<file path="src/rtl/mult_div_pkg.sv">
// Shared types and constants for the mult_div iterative signed multiply/divide unit.
package mult_div_pkg;

  typedef enum logic [1:0] {
    IDLE = 2'd0,
    MULT = 2'd1,
    DIV  = 2'd2,
    DONE = 2'd3
  } state_e;

  localparam logic OP_MULT    = 1'b0;
  localparam logic OP_DIV     = 1'b1;
  localparam int   ITER_COUNT = 32;

  function automatic logic [31:0] neg32(input logic [31:0] x);
    return ~x + 32'd1;
  endfunction

endpackage

</file>
<file path="src/rtl/mult_div.sv">
// Iterative signed multiply (radix-2 Booth) / divide (restoring) unit, 32 steps per operation.
// Optional macro MULT_DIV_DIV0_CHECK_EN short-circuits divide-by-zero with a div0 pulse.
module mult_div
  import mult_div_pkg::*;
(
  input  logic        clk,
  input  logic        reset,
  input  logic        start,
  input  logic        op,
  input  logic [31:0] a,
  input  logic [31:0] b,
  output logic [31:0] hi,
  output logic [31:0] lo,
  output logic        busy,
  output logic        done,
  output logic        div0
);

`ifdef MULT_DIV_DIV0_CHECK_EN
  localparam logic DIV0_CHK = 1'b1;
`else
  localparam logic DIV0_CHK = 1'b0;
`endif

  state_e      state_q, state_d;
  logic [5:0]  cnt_q, cnt_d;
  logic [32:0] acc_q, acc_d;
  logic [31:0] q_q, q_d;
  logic        qm1_q, qm1_d;
  logic [31:0] m_q, m_d;
  logic        qneg_q, qneg_d;
  logic        rneg_q, rneg_d;
  logic [31:0] hi_q, hi_d;
  logic [31:0] lo_q, lo_d;
  logic        busy_q, busy_d;
  logic        done_q, done_d;
  logic        div0_q, div0_d;

  logic [32:0] m_ext_s, booth_sum_s, booth_acc_s, rem_sh_s, diff_s, div_acc_s;
  logic [31:0] booth_q_s, div_q_s;
  logic        div_ok_s, last_s;

  // One Booth step and one restoring-division step, computed every cycle from the working registers
  always_comb begin
    m_ext_s = {m_q[31], m_q};
    case ({q_q[0], qm1_q})
      2'b01:   booth_sum_s = acc_q + m_ext_s;
      2'b10:   booth_sum_s = acc_q - m_ext_s;
      default: booth_sum_s = acc_q;
    endcase
    booth_acc_s = {booth_sum_s[32], booth_sum_s[32:1]};
    booth_q_s   = {booth_sum_s[0], q_q[31:1]};
    rem_sh_s    = {acc_q[31:0], q_q[31]};
    diff_s      = rem_sh_s - {1'b0, m_q};
    div_ok_s    = ~diff_s[32];
    div_acc_s   = div_ok_s ? diff_s : rem_sh_s;
    div_q_s     = {q_q[30:0], div_ok_s};
    last_s      = (cnt_q == 6'(ITER_COUNT - 1));
  end

  // Next-state, datapath and output logic
  always_comb begin
    state_d = state_q;
    cnt_d   = cnt_q;
    acc_d   = acc_q;
    q_d     = q_q;
    qm1_d   = qm1_q;
    m_d     = m_q;
    qneg_d  = qneg_q;
    rneg_d  = rneg_q;
    hi_d    = hi_q;
    lo_d    = lo_q;
    done_d  = 1'b0;
    div0_d  = 1'b0;
    case (state_q)
      IDLE: begin
        if (start) begin
          cnt_d = 6'd0;
          acc_d = 33'd0;
          qm1_d = 1'b0;
          if (op == OP_MULT) begin
            q_d     = a;
            m_d     = b;
            state_d = MULT;
          end else if (DIV0_CHK && (b == 32'd0)) begin
            state_d = DONE;
            done_d  = 1'b1;
            div0_d  = 1'b1;
          end else begin
            // Divide on magnitudes; signs are re-applied on the final step
            q_d     = a[31] ? neg32(a) : a;
            m_d     = b[31] ? neg32(b) : b;
            qneg_d  = a[31] ^ b[31];
            rneg_d  = a[31];
            state_d = DIV;
          end
        end else begin
          state_d = IDLE;
        end
      end
      MULT: begin
        acc_d = booth_acc_s;
        q_d   = booth_q_s;
        qm1_d = q_q[0];
        cnt_d = cnt_q + 6'd1;
        if (last_s) begin
          state_d = DONE;
          done_d  = 1'b1;
          hi_d    = booth_acc_s[31:0];
          lo_d    = booth_q_s;
          cnt_d   = 6'd0;
        end else begin
          state_d = MULT;
        end
      end
      DIV: begin
        acc_d = div_acc_s;
        q_d   = div_q_s;
        cnt_d = cnt_q + 6'd1;
        if (last_s) begin
          state_d = DONE;
          done_d  = 1'b1;
          hi_d    = rneg_q ? neg32(div_acc_s[31:0]) : div_acc_s[31:0];
          lo_d    = qneg_q ? neg32(div_q_s) : div_q_s;
          cnt_d   = 6'd0;
        end else begin
          state_d = DIV;
        end
      end
      DONE:    state_d = IDLE;
      default: state_d = IDLE;
    endcase
    busy_d = (state_d == MULT) || (state_d == DIV);
  end

  // State and result registers with asynchronous active-low clear
  always_ff @(posedge clk or negedge reset) begin
    if (!reset) begin
      state_q <= IDLE;
      cnt_q   <= 6'd0;
      acc_q   <= 33'd0;
      q_q     <= 32'd0;
      qm1_q   <= 1'b0;
      m_q     <= 32'd0;
      qneg_q  <= 1'b0;
      rneg_q  <= 1'b0;
      hi_q    <= 32'd0;
      lo_q    <= 32'd0;
      busy_q  <= 1'b0;
      done_q  <= 1'b0;
      div0_q  <= 1'b0;
    end else begin
      state_q <= state_d;
      cnt_q   <= cnt_d;
      acc_q   <= acc_d;
      q_q     <= q_d;
      qm1_q   <= qm1_d;
      m_q     <= m_d;
      qneg_q  <= qneg_d;
      rneg_q  <= rneg_d;
      hi_q    <= hi_d;
      lo_q    <= lo_d;
      busy_q  <= busy_d;
      done_q  <= done_d;
      div0_q  <= div0_d;
    end
  end

  assign hi   = hi_q;
  assign lo   = lo_q;
  assign busy = busy_q;
  assign done = done_q;
  assign div0 = div0_q;

endmodule

</file>
<file path="config.mk">
export PLATFORM = sky130hd
export DESIGN_NAME = mult_div
export DESIGN_NICKNAME = d
export VERILOG_FILES = /design/src/rtl/mult_div_pkg.sv /design/src/rtl/mult_div.sv
export SDC_FILE = /design/constraint.sdc
export NUM_CORES = 1
export LEC_CHECK = 0
export BUFFER_PORTS_ARGS = -buffer_cell sky130_fd_sc_hd__buf_2
export CAP_MARGIN = 0
export CORE_ASPECT_RATIO = 0.75
export CORE_MARGIN = 2
export CORE_UTILIZATION = 35
export CTS_CLUSTER_SIZE = 25
export DETAILED_ROUTE_END_ITERATION = 8
export GPL_TIMING_DRIVEN = 1
export PLACE_DENSITY_LB_ADDON = 0.05
export SLEW_MARGIN = 10
export SYNTH_ARGS = -nofsm -noshare
export SYNTH_HDL_FRONTEND = slang
export SYNTH_SLANG_ARGS = --single-unit
</file>
<file path="constraint.sdc">
create_clock -name clk -period 6.5 [get_ports clk]
set_clock_uncertainty 0.15 [all_clocks]
set_input_delay 1.95 -clock clk [delete_from_list [all_inputs] [get_ports clk]]
set_output_delay 1.95 -clock clk [all_outputs]
set_load 0.02 [all_outputs]
</file>
After elaboration in Yosys (flattened, before gate mapping)
Index checks and enable logic that the tools add are counted.
- bits in registers: 174
- bits in latches: 0
- RAM bits: 0
- memory bits (read-only): 0
- bits of input ports: 68
- output and inout port bits: 67
- logic and storage cells: 80
- memories: 0
- add/subtract/negate cells: 8
- $mul: 0
- div/mod/pow operators: 0
- magnitude comparators: 0
- equality and inequality tests: 11
- shift-type cells: 0
- muxes and demuxes: 30
- bitwise logic cells: 6
- reductions and logical operators: 13
- operators by type and width (operator ; number):
    $mux 32 ; 11
    $add 32x1->32 const B ; 4
    $not 32->32 ; 4
    $pmux 32 s2 ; 2
    $pmux 33 s3 ; 1
    $pmux 32 s3 ; 1
    $mux 33 ; 2
    $pmux 33 s2 ; 1
    $add 33x33->33 ; 1
    $sub 33x32->33 ; 1
    $sub 33x33->33 ; 1
    $mux 6 ; 2
    $pmux 6 s2 ; 1
    $eq 2x2->1 const B ; 4
    $pmux 2 s4 ; 1
    $reduce_and 2->1 ; 4
    $add 6x1->6 const B ; 1
    $eq 2x1->1 const B ; 3
    $eq 6x5->1 const B ; 1
    $mux 2 ; 3
    $ne 2x2->1 const B ; 3
    $reduce_and 3->1 ; 2
    $reduce_bool 2->1 ; 3
    $mux 1 ; 4
    7 further kinds ; 7

Logic depth before layout (Yosys ltp)
Gate-level depths: netlist of run 1.
- depth in word-level cells: 7
- depth in mapped cells: 27
- gate-level depth less buffers: 24

Least setup slack after synthesis of run 1
OpenSTA, ideal clock, no wires.
- kind: reg-to-reg
- from: reg acc_q[18]
- to: reg lo_q[22], in the netlist lo[22]
- setup time: 83 ps
- arrival time: 5178 ps
- required time: 6267 ps
- path slack: 1090 ps
- stages on the path, launching flop included: 26
- buffers on the path: 6
- period minus slack after synthesis: 5410 ps
- cells stage by stage: dfrtp_1 ha_1 clkbuf_1 a21oi_1 o21a_1 o221ai_1 nor3_1 a21oi_1 a21o_1 a21o_1 a21o_1 ha_1 buf_2 inv_1 buf_2 buf_2 buf_1 ha_1 nand2_1 or4_1 clkbuf_1 nor3_1 nand2b_1 o21ai_0 mux2_2 o21ai_0
- word-level cells in the longest chain between the ends: 7
- RTL lines (item ; RTL line ; text):
    start, declared ; mult_div.sv:27 ; logic [32:0] acc_q, acc_d;
    start signal, assigned ; mult_div.sv:141 ; acc_q <= 33'd0;
    start signal, assigned ; mult_div.sv:155 ; acc_q <= acc_d;
    $sub 33x32->33 ; mult_div.sv:54 ; diff_s = rem_sh_s - {1'b0, m_q};
    $not 1->1 ; mult_div.sv:55 ; div_ok_s = ~diff_s[32];
    $not 32->32 ; mult_div_pkg.sv:16 ; return ~x + 32'd1;
    $add 32x1->32 ; mult_div_pkg.sv:16 ;
    $mux 32 ; mult_div.sv:124 ; lo_d = qneg_q ? neg32(div_q_s) : div_q_s;
    $mux 32 ; mult_div.sv:120 ; if (last_s) begin
    $pmux 32 s2 ; mult_div.sv:75 ; case (state_q)
    end signal, assigned ; mult_div.sv:162 ; lo_q <= lo_d;
    end, declared ; mult_div.sv:34 ; logic [31:0] lo_q, lo_d;
Every way passes these cells. The select of a mux whose other input is x is not followed.
A chain may end at the register's enable or synchronous reset.

Final worst setup path of run 1
- from: reg acc_q[4]
- to: reg hi_q[28], in the netlist hi[28]
- word-level cells in the longest chain between the ends: 7
- elaborated cells between the ends (all ways): 11
- classes of those cells: 4 x add/sub; 6 x mux; 1 x bitwise
- RTL lines (item ; RTL line ; text):
    $sub 33x32->33 ; mult_div.sv:54 ;
    $mux 33 ; mult_div.sv:56 ; div_acc_s = div_ok_s ? diff_s : rem_sh_s;
    $not 32->32 ; mult_div_pkg.sv:16 ;
    $add 32x1->32 ; mult_div_pkg.sv:16 ;
    $mux 32 ; mult_div.sv:123 ; hi_d = rneg_q ? neg32(div_acc_s[31:0]) : div_acc_s[31:0];
    $mux 32 ; mult_div.sv:120 ;
    $pmux 32 s2 * ; mult_div.sv:75 ;
    end signal, assigned ; mult_div.sv:161 ; hi_q <= hi_d;
    end, declared ; mult_div.sv:33 ; logic [31:0] hi_q, hi_d;
Every way passes the cells marked *; elsewhere a longest branch is shown, timed or not. The select of a mux whose other input is x is not followed.

==> results.cfg, run 1 <==
[clocking]
post-cts-setup-buffers = 0
clk_latency_ns = 0.47
cts_hold_buffers = 0
htree_levels = 4
root_buffer = clkbuf_16
clkTransAtPathRegs_ns = 0.07
cts_sinks = 174
clk_path_buf_depth = 2
cts_buffers = 17
cts_tree = built

[synth]
synth_area_leaders = dfrtp_1, o21ai_0, nand2_1
yosysWarnings = 0
synth-main-ff-cell = dfrtp_1
ys_seq_area_share_pct = 28.0
syn_area_um2 = 15600
synth_top_area_cell = dfrtp_1
synthCells = 2007
syn_avg_cell_area_um2 = 7.76
synthArstFlopShare_pct = 100
ys_ff_latch = 174
synth_edf_count = 0
synth_nets = 2152
synth.distinct_cells = 85
yosysTopAreaCellShare_pct = 28.0

[drt]
drc = 0
vias = 15400
drt_iter0_markers = 1429
drt-total-wl_um = 56400
first_pass_iters = 5
postRouteAntennaNets = 0
viasPerCell = 5.78
wire_per_inst_um = 21.1

[hold_path]
hold_start = lo[21]
hp-class = reg -> reg

[power_and_ir_drop]
p_per_area_nw_per_um2 = 570
switching_share_pct = 53.7
p_leak_nw = 7.56
pwr-share-comb_pct = 71.3
ir_worst_vdd_mv = 0.319
power_frac_seq_pct = 18.2
power.share.clock_pct = 10.5
p_int_mw = 4.61
power.net_switching_mw = 5.35

[sta]
finalCritPeriodShare_pct = 94.0
setup-tns-final_ns = 0
worst_pin_slew_ns = 1.04
slew_violations = 0
slew_headroom_pct = 30.5
setup_ws_ns = 0.387
rsz0062_at_grt = no
min_period_ns = 6.11
max_freq_mhz = 164
final_hold_viol_count = 0
finalSetupViolCount = 0
fin_hold_ws_ns = 0.324

[setup_path]
critPathArrivalTime_ns = 6.27
cp_num_buf_inv = 2
slowest_delay_ns = 0.58
cp_max_fo = 22
cp-startpoint = acc_q[4]
crit_top_cell = a21o_1
reg2reg_from = acc_q[4]
worstPathRequired_ns = 6.65
cp_slowest_cell = or4b_4
end_kind = flip-flop
startpoint_type = flip-flop
crit_family = compound AO/OA/AOI/OAI gates
cp_cell_sequence = ha_1 -> a21oi_1 -> nand2_1 -> o211a_1 -> o21ai_1 -> a21oi_1 -> a21o_1 -> a21o_1 -> a21o_1 -> ha_2 -> inv_1 -> buf_4 -> nor2_1 -> a32oi_1 -> o311ai_1 -> or3_4 -> or4b_4 -> o31ai_2 -> xnor2_1 -> o22ai_1
crit_type = reg -> reg

[layout]
drive_above_1_share_pct = 12.9
postLayoutCoreUtil_pct = 40.1
final_nets = 2227
antennaDiodeCount = 0
areaGrowthSynthToFinish_pct = 12.3

[global_route]
overflow = 0
grt_max_degree = 95
grt_pass1_vias = 14600
grtUsageTotal_pct = 24.6
grt_pass1_wl_um = 88500
antenna_found_initial = 0

[floorplan]
rows = 66
die_w_um = 248
start_util_pct = 35.7
die_area_um2 = 46200
core_um2 = 43600
io_pins = 135
die_h_um = 187

[placed_design]
hpwl_um = 42600
gp_congestion = 0.919
dp_worst_setup_slack_ns = 0.341
portBuffers = 133

[outcome]
outcome = complete, no violations

[run]
drv_cap = 0
-- worst min-delay path, cell delays in order, from the launching register on --
cell and delay (ns):
dfrtp_1 0.34, nand2_1 0.04, o21ai_0 0.06
-- synth_stat cells, types with 6 or more instances --
master,number
a21o_1,33
clkbuf_1,106
or4_1,8
nand4_1,10
and2_1,7
a21oi_1,159
inv_1,66
nor2b_1,11
o211a_1,6
a31oi_1,26
o22ai_1,35
a221o_1,19
buf_2,7
nor3b_1,6
a41oi_1,7
o21ai_0,225
nand2b_1,19
o221ai_1,14
a22oi_1,15
o211ai_1,16
or2_2,6
ha_1,75
o21a_1,14
a221oi_1,15
o31ai_1,34
nor2_1,145
a211oi_1,18
xor2_1,53
dfrtp_1,174
o21ai_1,8
and4_1,8
and3_1,11
mux2i_1,30
mux2_2,26
or3_1,19
buf_1,10
nor4_1,19
nor3_1,50
xnor2_1,110
o41ai_1,10
nand3_1,25
nand2_1,265
-- cell usage in the layout, fill, tap and decap left out, drive strengths merged, types with 7 or more instances in the layout --
master and n:
a211oi 18, a21boi 8, a21o 33, a21oi 160, a221o 19, a221oi 15, a22oi 15, a31oi 28
a41oi 7, and2 7, and3 11, and4 8, buf 179, clkbuf 23, dfrtp 174, ha 75
inv 69, mux2 26, mux2i 30, nand2 265, nand2b 19, nand3 25, nand4 10, nor2 145
nor2b 12, nor3 50, nor4 20, o211ai 16, o21a 14, o21ai 233, o221ai 14, o22ai 35
o31ai 36, o41ai 10, or3 21, or4 9, xnor2 110, xor2 53
-- stage by stage --
step	instance area (um^2)	power, mW	cells
after floorplan	15600	6.73	2007
after global placement	16900	8.77	2641
after detailed placement	16900	8.77	2641
after CTS	17500	9.87	2673
after global routing	17500	10.8	2673
final	17500	9.96	2673
-- power by group through the flow --
stage	Combinational (mW)	Clock, mW	Sequential (mW)
after floorplan	5.13	0	1.60
after global placement	6.96	0	1.82
after detailed placement	6.95	0	1.83
after CTS	6.99	1.07	1.81
after global routing	7.86	1.11	1.86
final	7.11	1.04	1.81
-- sequential cells by signal (all words and copies together), names as in the netlist --
register / flops
acc_q: 33
state_q: 2
cnt_q: 6
lo: 32
done: 1
qm1_q: 1
hi: 32
qneg_q: 1
q_q: 32
m_q: 32
busy: 1
rneg_q: 1
-- final timing paths --
path | end | slack, ns | cells past startpoint
worst max-delay path | hi[28] | 0.39 | 20
worst min-delay path | lo[21] | 0.32 | 2
worst max register to register | hi[28] | 0.39 | 20
worst min register to register | lo[21] | 0.32 | 2
max in group asynchronous | q_q[8] | 3.76 | 2
min in group asynchronous | m_q[5] | 1.45 | 1
-- kinds of logic (layout without fill, tap and decap cells) --
| family | Yosys count | after routing | synth area share [%] |
|---|---|---|---|
| xor gates and xnor gates | 163 | 163 | 9.17 |
| AOI/OAI and AO/OA | 714 | 714 | 29.1 |
| other | 1 | 1 | 0.0241 |
| DFF | 174 | 174 | 28.0 |
| and+or+nand+nor | 631 | 631 | 19.0 |
| adders and majority gates | 77 | 77 | 6.28 |
| buffers and inverters | 191 | 279 | 4.68 |
| muxes | 56 | 56 | 3.81 |
-- per-layer routing --
layer,track usage (%),wire [um]
met4,5.57,898
met1,38.0,29100
met2,35.6,23500
met5,0,0
met3,3.78,2940
-- layout make-up --
cell class,instances,area [um^2]
sequential,174,4350
timing repair buffer,180,1060
inverter,67,251
clock buffer,22,444
tap,578,723
multi-input combinational,1642,10500
clock inverter,10,108
fill,4564,26100
-- timing repair --
| action | 4_1_cts | 5_1_grt |
|---|---|---|
| gates resized for setup | 0 | 4 |
| endpoints found under the hold margin | 0 | 0 |
| endpoints found under the setup margin | 0 | 10 |
(Power assumes the default switching activity.)
==> inputs of run 2 (changes only) <==
- clock period: 6.5 -> 7.4 ns (I/O delays scaled with it)
==> results.cfg, run 2 (synthesis results as in run 1) <==
[drt]
wire_per_inst_um = 21.6
postRouteAntennaNets = 0
vias = 15600
viasPerCell = 5.88
drc = 0
drt-total-wl_um = 57300
drt_iter0_markers = 1469
first_pass_iters = 7

[sta]
setup-tns-final_ns = 0
max_freq_mhz = 155
min_period_ns = 6.46
final_hold_viol_count = 0
worst_pin_slew_ns = 1.12
slew_headroom_pct = 25.3
finalSetupViolCount = 0
rsz0062_at_grt = no
finalCritPeriodShare_pct = 87.3
slew_violations = 0

[global_route]
grtUsageTotal_pct = 24.8
grt_pass1_vias = 14600
overflow = 0
grt_pass1_wl_um = 89600
grt_max_degree = 118
antenna_found_initial = 0

[power_and_ir_drop]
p_per_area_nw_per_um2 = 503
ir_worst_vdd_mv = 0.259
p_leak_nw = 7.50

[clocking]
cts_resized = 0
htree_levels = 4
cts_tree = built
clk_path_buf_depth = 2
clkTransAtPathRegs_ns = 0.08
cts_buffers = 17
cts_hold_buffers = 0
clk_latency_ns = 0.47
cts_sinks = 174
root_buffer = clkbuf_16
post-cts-setup-buffers = 0

[layout]
largest_reg_flops = 33
fin_cells = 2657
antennaDiodeCount = 0
regMostFlops = acc_q
final_nets = 2211
areaGrowthSynthToFinish_pct = 11.5
drive_above_1_share_pct = 12.5
final_common_cell = nand2_1
layout_common_cells = nand2_1, o21ai_0, dfrtp_1
postLayoutCoreUtil_pct = 39.8

[floorplan]
die_area_um2 = 46200
start_util_pct = 35.7
core_um2 = 43600
rows = 66
die_w_um = 248
io_pins = 135
die_h_um = 187

[placed_design]
hpwl_um = 43200
gp_congestion = 0.938
dp.cells = 2625
portBuffers = 133

[setup_path]
critPathArrivalTime_ns = 6.62
end_kind = flip-flop
r2r-end = hi[31]
cp-startpoint = acc_q[4]
reg2regPathDepth = 22
worstPathRequired_ns = 7.56
reg2reg_slack_ns = 0.94
startpoint_type = flip-flop
crit_type = reg -> reg
reg2reg_from = acc_q[4]
cp_max_fo = 17

[hold_path]
hp-class = reg -> reg
min_path_cells = 2
min_to = hi[1]
hold_start = hi[1]

[run]
drv_cap = 0

[outcome]
outcome = complete, no violations
[run 2: cell types whose count changed in the layout (fill, tap and decap cells not counted), moves of 2 or more]
cell / change
clkbuf_1: -5
buf_4: -14
buf_12: -2
nor4b_2: +2
clkinvlp_4: -3
nor4b_4: -2
inv_8: +5
clkinv_8: +3
[run 2: layout make-up]
class,instances,area (um^2)
Fill cell,4604,26200
Multi-Input combinational cell,1642,10500
Sequential cell,174,4350
Timing Repair Buffer,164,920
Tap cell,578,723
Clock buffer,18,439
Inverter,67,251
Clock inverter,14,160
[run 2: how the worst max path moves through the flow]
stage / endpoint / slack, ns / cells past startpoint
4_1_cts: hi[31] / 1.10 / 22
5_1_grt: hi[31] / 0.57 / 23
2_1_floorplan: lo[22] / 1.99 / 25
6_report: hi[31] / 0.94 / 22
3_5_place_dp: hi[31] / 1.11 / 22
3_3_place_gp: hi[31] / 1.13 / 22
[run 2: layer usage]
layer | up-vias | global-route usage [%] | routed length (um) | part of all wire, %
met1 | 7633 | 39.2 | 29800 | 52
met5 | - | 0 | 0 | 0
met3 | 45 | 2.88 | 2950 | 5.2
met4 | 0 | 4.86 | 783 | 1.4
met2 | 467 | 35.8 | 23800 | 42
li1 | 7487 | - | - | -
[run 2: critical path, stage by stage (launching register included)]
cell,delay (ns)
dfrtp_1,0.45
ha_1,0.39
a21oi_1,0.34
nand2_1,0.15
o211a_1,0.28
o21ai_0,0.51
a21oi_1,0.13
a21o_1,0.22
a21o_1,0.18
a21o_1,0.17
ha_2,0.26
inv_1,0.55
nor3_1,0.14
a21oi_1,0.33
nand3_1,0.18
or4_4,0.50
nor3_1,0.22
nor4b_2,0.29
buf_4,0.20
nand2_1,0.09
o31ai_1,0.31
xnor2_1,0.16
o21ai_1,0.08
[run 2: power breakdown]
part / switching, mW / internal, mW / leakage, nW
clock: 0.500 / 0.466 / 0.295
combinational: 3.84 / 2.30 / 4.91
sequential: 0.438 / 1.19 / 2.30
[run 2: per-stage QoR]
step | instance area (um^2) | power, mW | hold slack, ns | setup WS (ns)
after global placement | 16800 | 7.65 | 0.308 | 1.13
final | 17400 | 8.73 | 0.326 | 0.940
after floorplan | 15600 | 5.92 | 0.316 | 1.99
after CTS | 17400 | 8.67 | 0.336 | 1.10
after detailed placement | 16800 | 7.66 | 0.315 | 1.11
after global routing | 17400 | 9.45 | 0.364 | 0.572
